File: config.mk
export PLATFORM = sky130hd
export DESIGN_NAME = char_fifo_fwft
export DESIGN_NICKNAME = d
export VERILOG_FILES = /design/src/rtl/char_fifo_fwft.sv
export SDC_FILE = /design/constraint.sdc
export NUM_CORES = 1
export LEC_CHECK = 0
export BUFFER_PORTS_ARGS = -buffer_cell sky130_fd_sc_hd__buf_2
export CORE_MARGIN = 5
export CORE_UTILIZATION = 37
export CTS_CLUSTER_SIZE = 10
export DETAILED_ROUTE_END_ITERATION = 6
export GPL_TIMING_DRIVEN = 0
export PLACE_DENSITY = 0.57
export SLEW_MARGIN = 20
export SYNTH_ARGS = -nofsm -noshare
export SYNTH_HDL_FRONTEND = slang
export SYNTH_SLANG_ARGS = --single-unit
File: constraint.sdc
create_clock -name clk_tx -period 2.36 [get_ports clk_tx]
set_input_delay 0.236 -clock clk_tx [delete_from_list [all_inputs] [get_ports clk_tx]]
set_output_delay 0.236 -clock clk_tx [all_outputs]
set_load 0.01 [all_outputs]
File: src/rtl/char_fifo_fwft.sv
// First-word-fall-through character FIFO feeding the UART transmitter.
// Define CHAR_FIFO_OVF_EN to add the sticky char_fifo_ovf dropped-write flag.
module char_fifo_fwft #(
   parameter int unsigned ADDR_WIDTH = 4
) (
   input  logic       clk_tx,
   input  logic       rst_clk_tx,
   input  logic [7:0] char_fifo_din,
   input  logic       char_fifo_wr_en,
   output logic       char_fifo_full,
   output logic       char_fifo_empty,
   output logic [7:0] char_fifo_dout,
`ifdef CHAR_FIFO_OVF_EN
   output logic       char_fifo_ovf,
`endif
   input  logic       char_fifo_rd_en
);

   localparam int unsigned DEPTH = 2 ** ADDR_WIDTH;
   localparam logic [ADDR_WIDTH:0] PTR_ONE = {{ADDR_WIDTH{1'b0}}, 1'b1};

   logic [7:0]          mem [DEPTH];
   logic [ADDR_WIDTH:0] wr_ptr;
   logic [ADDR_WIDTH:0] rd_ptr;
   logic                wr_accept;
   logic                rd_accept;

   // Extra pointer MSB distinguishes full from empty when the addresses match.
   always_comb begin
      char_fifo_empty = (wr_ptr == rd_ptr);
      char_fifo_full  = (wr_ptr[ADDR_WIDTH-1:0] == rd_ptr[ADDR_WIDTH-1:0]) &&
                        (wr_ptr[ADDR_WIDTH] != rd_ptr[ADDR_WIDTH]);
      wr_accept       = char_fifo_wr_en && !char_fifo_full;
      rd_accept       = char_fifo_rd_en && !char_fifo_empty;
      char_fifo_dout  = char_fifo_empty ? '0 : mem[rd_ptr[ADDR_WIDTH-1:0]];
   end

   always_ff @(posedge clk_tx) begin
      if (rst_clk_tx) begin
         wr_ptr <= '0;
         rd_ptr <= '0;
      end else begin
         if (wr_accept) begin
            wr_ptr <= wr_ptr + PTR_ONE;
         end
         if (rd_accept) begin
            rd_ptr <= rd_ptr + PTR_ONE;
         end
      end
   end

   // Storage is not reset; the write is gated so a reset cycle leaves it untouched.
   always_ff @(posedge clk_tx) begin
      if (!rst_clk_tx && wr_accept) begin
         mem[wr_ptr[ADDR_WIDTH-1:0]] <= char_fifo_din;
      end
   end

`ifdef CHAR_FIFO_OVF_EN
   always_ff @(posedge clk_tx) begin
      if (rst_clk_tx) begin
         char_fifo_ovf <= 1'b0;
      end else if (char_fifo_wr_en && char_fifo_full) begin
         char_fifo_ovf <= 1'b1;
      end
   end
`endif

endmodule

Yosys cells after proc, flatten, opt, wreduce, memory -nomap -nowiden

Memory sizes are Yosys's and may differ from the RTL's. A register that Yosys moved wholly into a read port is not among the register bits.
Cells that the tools add are included.

Word-level logic and storage cells: 20
Bits in writable memories: 128
Bits of input ports: 12
Memories kept: 1
Bits in registers: 10

Equal/unequal tests: 3
Muxes and demuxes: 5
Add/subtract/negate cells: 2
Reduce and logical (&&, ||, !) cells: 7

Memories:

| memory | depth | width | read ports | clocked after Yosys merged registers in | wr ports | RTL line | source |
|---|---|---|---|---|---|---|---|
| mem    | 16    | 8     | 1          | 1                                       | 1        | 22       | `logic [7:0] mem [DEPTH];` |

Operators by type and width:

| cell                                                           | count |
|---|---|
| 5-bit by 1-bit adder with 5-bit output (second input constant) | 2 |
| 4-bit 2-to-1 mux                                               | 2 |
| 8-bit 2-to-1 mux                                               | 1 |
| 5-bit equality test                                            | 1 |
| 4-bit equality test                                            | 1 |
| 1-bit logical AND                                              | 4 |
| 1-bit zero test                                                | 3 |
| 1-bit 2-to-1 mux                                               | 2 |
| 1-bit inequality test                                          | 1 |

Depth between registers and ports, before layout

Gate-level depths: netlist of run 1.

Depth in word-level cells: 7
Depth in mapped cells: 7
Depth with buffers taken out: 5

Worst setup path before layout of run 1

No wires, ideal clock.

Path kind: flip-flop to flip-flop
Start: register rd_ptr[4]
End: memory mem[3][0] (enable)
Library setup time: 0.395 ns
Cell stages (with the launch flop): 5
Arrival: 1.857 ns
Data required time: 1.965 ns
Slack: 0.109 ns
Buffers on the path: 1
Cell sequence: dfxtp_1 xnor2_2 o21ai_2 buf_2 nor4_1

Cells in the longest elaborated chain, start to end: 7

RTL lines:

| item                                   | RTL line | source |
|---|---|---|
| from (decl)                            | 24       | `logic [ADDR_WIDTH:0] rd_ptr;` |
| from (signal assigned)                 | 47       | `rd_ptr <= rd_ptr + PTR_ONE;` |
| 1-bit inequality test                  | 32       | `(wr_ptr[ADDR_WIDTH] != rd_ptr[ADDR_WIDTH]);` |
| 1-bit logical AND                      | 31       | `char_fifo_full = (wr_ptr[ADDR_WIDTH-1:0] == rd_ptr[ADDR_WIDTH-1:0]) &&` |
| 1-bit zero test                        | 33       | `wr_accept = char_fifo_wr_en && !char_fifo_full;` |
| 1-bit logical AND                      | 33       |  |
| 1-bit logical AND                      | 54       | `if (!rst_clk_tx && wr_accept) begin` |
| 1-bit 2-to-1 mux                       | 54       |  |
| 1-bit 2-to-1 mux (not written as such) | 55       | `mem[wr_ptr[ADDR_WIDTH-1:0]] <= char_fifo_din;` |
| to (decl)                              | 22       |  |

Every way passes these cells.

==> results of run 1 <==
state kept, by name (all words and copies together), names as in the netlist, named ones only:
register and cells:
rd_ptr 5, wr_ptr 5, mem 128
critical path: cells and delay by family (launching register included):
family / cells / cell delay [ns]
flops: 1 / 0.32
buf+inv: 5 / 0.87
compound gates: 1 / 0.36
simple gates: 1 / 0.15
path summary, 6_finish.rpt:
path,start,end,slack [ns]
worst max-delay path,register,char_fifo_dout[2],0.006
worst min-delay path,char_fifo_din[2],mem[1][2],0.21
worst max register to register,wr_ptr[2],mem[9][0],0.12
worst min register to register,rd_ptr[1],rd_ptr[1],0.56
per-stage QoR:
step,cell area [um2],setup slack [ns]
global route,7240,-0.0782
global placement,6280,-0.971
CTS,7120,-0.0436
detailed placement,6440,-0.154
floorplan,5910,0.109
finish,7240,0.00622
cells in the final DEF, fill, tap and decap left out, types with 6 or more instances in the layout:
cell / n
edfxtp_1: 128
buf_2: 28
mux4_2: 20
clkbuf_16: 17
mux2i_1: 16
buf_4: 13
nand2_1: 13
dfxtp_1: 12
a21oi_1: 9
mux2_2: 9
inv_1: 7
o21ai_0: 7
nor2_1: 7
a221oi_1: 6
nand4_1: 6
cells by family (layout without fill, tap and decap cells):
| group | count (synthesis) | count (layout) | share of synthesized area |
|---|---|---|---|
| buf+inv | 24 | 92 | 0.0262 |
| mux | 55 | 55 | 0.155 |
| simple gates | 57 | 57 | 0.0495 |
| compound gates | 41 | 41 | 0.0497 |
| fa+ha+maj | 5 | 5 | 0.0106 |
| xor+xnor | 6 | 6 | 0.0114 |
| flops | 142 | 142 | 0.698 |
what timing repair did:
item,CTS,global route
resized for setup,25,22
buffers inserted,4,2
setup endpoints to repair,45,87
pin swaps,2,1
power by group through the flow:
stage	combinational (mW)	sequential (mW)	clock (mW)
6_report	0.829	2.80	2.50
5_1_grt	0.900	2.80	2.67
4_1_cts	0.789	2.80	2.55
3_5_place_dp	0.724	2.85	0
3_3_place_gp	0.709	2.85	0
2_1_floorplan	0.474	2.84	0
final cells by class:
| class | instances | area (um2) | share of cell area |
|---|---|---|---|
| flip-flops and latches | 142 | 4130 | 0.570 |
| multi-input cells | 164 | 1860 | 0.257 |
| clock buffers | 17 | 425 | 0.0588 |
| well taps | 216 | 270 | 0.0373 |
| repair buffers | 38 | 243 | 0.0335 |
| plain buffers | 16 | 155 | 0.0214 |
| clock inverters | 13 | 126 | 0.0175 |
| inverters | 8 | 32.5 | 0.00449 |
layer usage:
layer,vias up,track usage
li1,1456,-
met1,1599,0.194
met4,0,0.0554
met2,78,0.228
met5,-,0
met3,16,0.0411
==> results.ini, run 1 <==
[global_route]
grt_max_degree = 17
track_usage = 0.146
antenna_found_initial = 0
overflow = 0
grt_pass1_wl_um = 19700
first_global_vias = 3365

[detailed_routing]
wl_per_cell_um = 20.1
drc = 0
vias = 3149
drt_iter0_drc = 225
topRoutingLayerUsed = met4
firstDrtPassIters = 4
routed_wl_um = 12300
postRouteAntennaNets = 0
drt-met1-wl_um = 5500
routed-wl-met2_um = 5900
viasPerCell = 5.13
route.met3.wl_um = 699

[sta]
clock.fmax_mhz = 425
finalHoldViolations = 0
holdWs_ns = 0.207
worst_clock_skew_ns = 0.00648
slew-limit-headroom = 0.559
setup_tns_ns = 0
setup_viol = 0
finalCritPeriodShare = 0.997
min_period_ns = 2.35
rsz0062_at_grt = true
finalMaxSlewViolations = 0
worstMarginPinSlew_ns = 0.656

[yosys]
yosys_register_bits = 142
ys_seq_area_frac = 0.698
yosys.area.top_type = edfxtp_1
yosysUniqueCellTypes = 41
synth_edf_count = 128
avgSynthCellArea_um2 = 17.9
netlist_area_um2 = 5910
ys_warn_count = 0
netlist.area_leader.share = 0.650
yosys-top-cells-area = edfxtp_1, mux4_2, dfxtp_1, mux4_1, mux2i_1
synth_nets = 347
synth_ff_type = edfxtp_1
synth_cells = 330
synthArstFlopShare = 0
synth_most_common_cell = edfxtp_1
synth_common_cells = edfxtp_1, nand2_1, mux2i_1, mux4_2

[setup_path]
crit_type = reg2out
crit_path_end_kind = output pin
cp.required_ns = 2.12
slowest_delay_ns = 0.36
reg2regPathDepth = 7
crit_path_cell_trace = buf_8 -> buf_12 -> buf_4 -> inv_1 -> nand2_1 -> a311oi_4 -> buf_2
crit_path_start_kind = register
crit_arrival_ns = 2.12
critPathSlowestCell = a311oi_4
crit_fanout = 9

[pwr]
switchingPower_mw = 1.45
clockPowerShare = 0.408
cellPowerDensity_nw_per_um2 = 846
combPwrFrac = 0.135
p_int_mw = 4.67
peakVddDrop_uv = 492
power_frac_seq = 0.457
p_leak_nw = 2.33
totalPowerFinal_mw = 6.13
swShare = 0.237

[die]
coreArea_um2 = 15800
ios = 22
die_w_um = 136
initial_core_util = 0.375
rows = 46
fp.dieH_um = 136
fp.dieArea_um2 = 18600

[placement]
gp_congestion = 0.784
dp_hpwl_um = 8390
placement.io_buffers = 20
dp.cells = 578

[layout]
drive_gt1_frac = 0.377
layout.nets = 404
area_growth_syn_to_layout_pct = 22.5
fill_cells = 1389
n_antenna_cell = 0
finalNonFillerCells = 614
finish.utilization = 0.459

[cts]
clockBufferDepth = 2
clkSinkCount = 142
cts_buffers = 17
cts-root-buf = clkbuf_16
cts_hold_buf = 0
tritoncts = yes
htreeDepth = 4
clk_pin_slew_ns = 0.06
worstSkewPairLatency_ns = 0.42

[status]
outcome = finished clean

[job]
maxCapViolations = 0

[hold_path]
hold_path_class = in2reg
hold_depth = 1

Note: power is estimated with default switching activity, not from simulation.
==> run 2: changes to the inputs <==
--- a/config.mk
+++ b/config.mk
@@ -6,8 +6,9 @@
 export NUM_CORES = 1
 export LEC_CHECK = 0
 export BUFFER_PORTS_ARGS = -buffer_cell sky130_fd_sc_hd__buf_2
-export CORE_MARGIN = 5
+export CORE_MARGIN = 2
 export CORE_UTILIZATION = 37
+export CTS_BUF_LIST = sky130_fd_sc_hd__clkbuf_2
 export CTS_CLUSTER_SIZE = 10
 export DETAILED_ROUTE_END_ITERATION = 6
 export GPL_TIMING_DRIVEN = 0
==> results.ini, run 2 (synthesis results as in run 1) <==
[status]
outcome = complete, but fails checks
violations = setup timing

[detailed_routing]
vias = 3211
firstDrtPassIters = 5
drt_iter0_drc = 302
postRouteAntennaNets = 0
drc = 0
routed_wl_um = 12300
wl_per_cell_um = 19.5
viasPerCell = 5.10

[layout]
drive_gt1_frac = 0.395
layout_commonest_cell = edfxtp_1
n_antenna_cell = 0
finalNonFillerCells = 629
fill_cells = 1398
largest_reg_flops = 128
layout.nets = 417
final_cell_mix = edfxtp_1, buf_2, mux4_2, clkbuf_2, buf_4
area_growth_syn_to_layout_pct = 20.9

[global_route]
track_usage = 0.155
first_global_vias = 3251
grt_max_degree = 17
grt_pass1_wl_um = 19000
antenna_found_initial = 0
overflow = 0

[sta]
worstMarginPinSlew_ns = 0.668
finalMaxSlewViolations = 0
slew-limit-headroom = 0.551
worst_clock_skew_ns = 0.0298
worst_slack_ns = -0.262
clock.fmax_mhz = 381
setup_viol = 8
finalHoldViolations = 0
finalCritPeriodShare = 1.11
min_period_ns = 2.62
rsz0062_at_grt = true

[placement]
dp_hpwl_um = 8170
gp_congestion = 0.846
dp.cells = 576
place_ws_ns = -0.135
placement.io_buffers = 20

[setup_path]
path_delay_family = multiplexers
cp.required_ns = 2.12
critPathSlowestCell = mux4_1
slowest_delay_ns = 0.61
crit_path_start_kind = register
crit_path_end_kind = output pin
crit_arrival_ns = 2.39
cp_num_cells = 6
crit_path_cell_trace = buf_12 -> mux4_1 -> mux2_4 -> nand2_1 -> a21oi_1 -> buf_2
reg2regPathDepth = 7
crit_type = reg2out
cp_num_buf_inv = 2
crit_fanout = 5

[die]
fp.dieArea_um2 = 17000
ios = 22
die_w_um = 130
initial_core_util = 0.375
fp.dieH_um = 130
coreArea_um2 = 15800
rows = 46

[hold_path]
hold_path_class = in2reg
hold_depth = 2

[pwr]
p_int_mw = 3.90
cellPowerDensity_nw_per_um2 = 743
swShare = 0.265
peakVddDrop_uv = 313
power_frac_seq = 0.528
clockPowerShare = 0.309
switchingPower_mw = 1.41
p_leak_nw = 2.32
combPwrFrac = 0.164

[cts]
cts_buffers = 17
clockBufferDepth = 2
worstSkewPairLatency_ns = 0.68
clk_pin_slew_ns = 0.22
cts-root-buf = clkbuf_2
tritoncts = yes
htreeDepth = 4
clkSinkCount = 142

[job]
maxCapViolations = 0

-- run 2: changes by cell type in the layout (fill, tap and decap cells not counted), moves of 5 or more --
cell,before,now
buf_2,28,23
clkbuf_16,17,0
clkbuf_2,1,19
dlygate4sd3_1,0,11
-- run 2: layout make-up --
cell class	count	area, um2	area share
repair buffers	51	368	0.0515
multi-input cells	164	1890	0.264
inverters	8	32.5	0.00455
repair inverters	1	7.51	0.00105
flip-flops and latches	142	4130	0.579
plain buffers	15	151	0.0212
well taps	216	270	0.0378
clock buffers	18	90.1	0.0126
clock inverters	14	205	0.0287
-- run 2: what timing repair did --
action | CTS | global route
buffers inserted | 3 | 7
endpoints found under the setup margin | 53 | 75
hold buffers | 11 | 0
resized for setup | 42 | 23
hold endpoints to repair | 137 | 0
gates cloned | 2 | 0
pin swaps | 6 | 3
-- run 2: per-stage QoR --
| stage | hold WS, ns | power (mW) | util | area (um2) | TNS (ns) |
|---|---|---|---|---|---|
| after floorplan | 0.335 | 3.32 | - | 5910 | 0 |
| after global placement | 0.530 | 3.55 | 0.398 | 6280 | -65.86 |
| after detailed placement | 0.539 | 3.56 | 0.408 | 6440 | -1.70 |
| after CTS | 0.399 | 5.36 | 0.445 | 7020 | -2.70 |
| after global routing | 0.371 | 5.52 | 0.453 | 7140 | -3.24 |
| final | 0.486 | 5.31 | 0.453 | 7140 | -1.84 |
-- run 2: worst reg2reg max path: cells and delay by family (launching register included) --
family	cells	cell delay, ns
XOR/XNOR	1	0.16
flip-flops	1	0.36
AND/OR/NAND/NOR	2	0.39
AO/OA/AOI/OAI	1	0.39
buffers and inverters	3	0.74
-- run 2: path summary, 6_finish.rpt --
path | slack [ns] | end | startpoint
hold / removal | 0.49 | mem[12][0] | char_fifo_din[0]
setup reg to reg | 0.11 | mem[14][1] | wr_ptr[2]
setup / recovery | -0.26 | char_fifo_dout[5] | register
hold reg to reg | 0.59 | rd_ptr[1] | rd_ptr[1]
-- run 2: layer usage --
layer / share of wire / global-route usage / vias to the layer above
met5: 0 / 0 / -
met4: 0.0057 / 0.0451 / 0
met3: 0.050 / 0.0423 / 4
met2: 0.47 / 0.246 / 101
met1: 0.47 / 0.213 / 1616
li1: - / - / 1490
-- run 2: power groups by stage --
stage	Sequential, mW	Clock (mW)	Combinational (mW)
global route	2.80	1.78	0.933
detailed placement	2.85	0	0.717
global placement	2.85	0	0.700
finish	2.80	1.64	0.868
floorplan	2.84	0	0.474
CTS	2.80	1.69	0.867
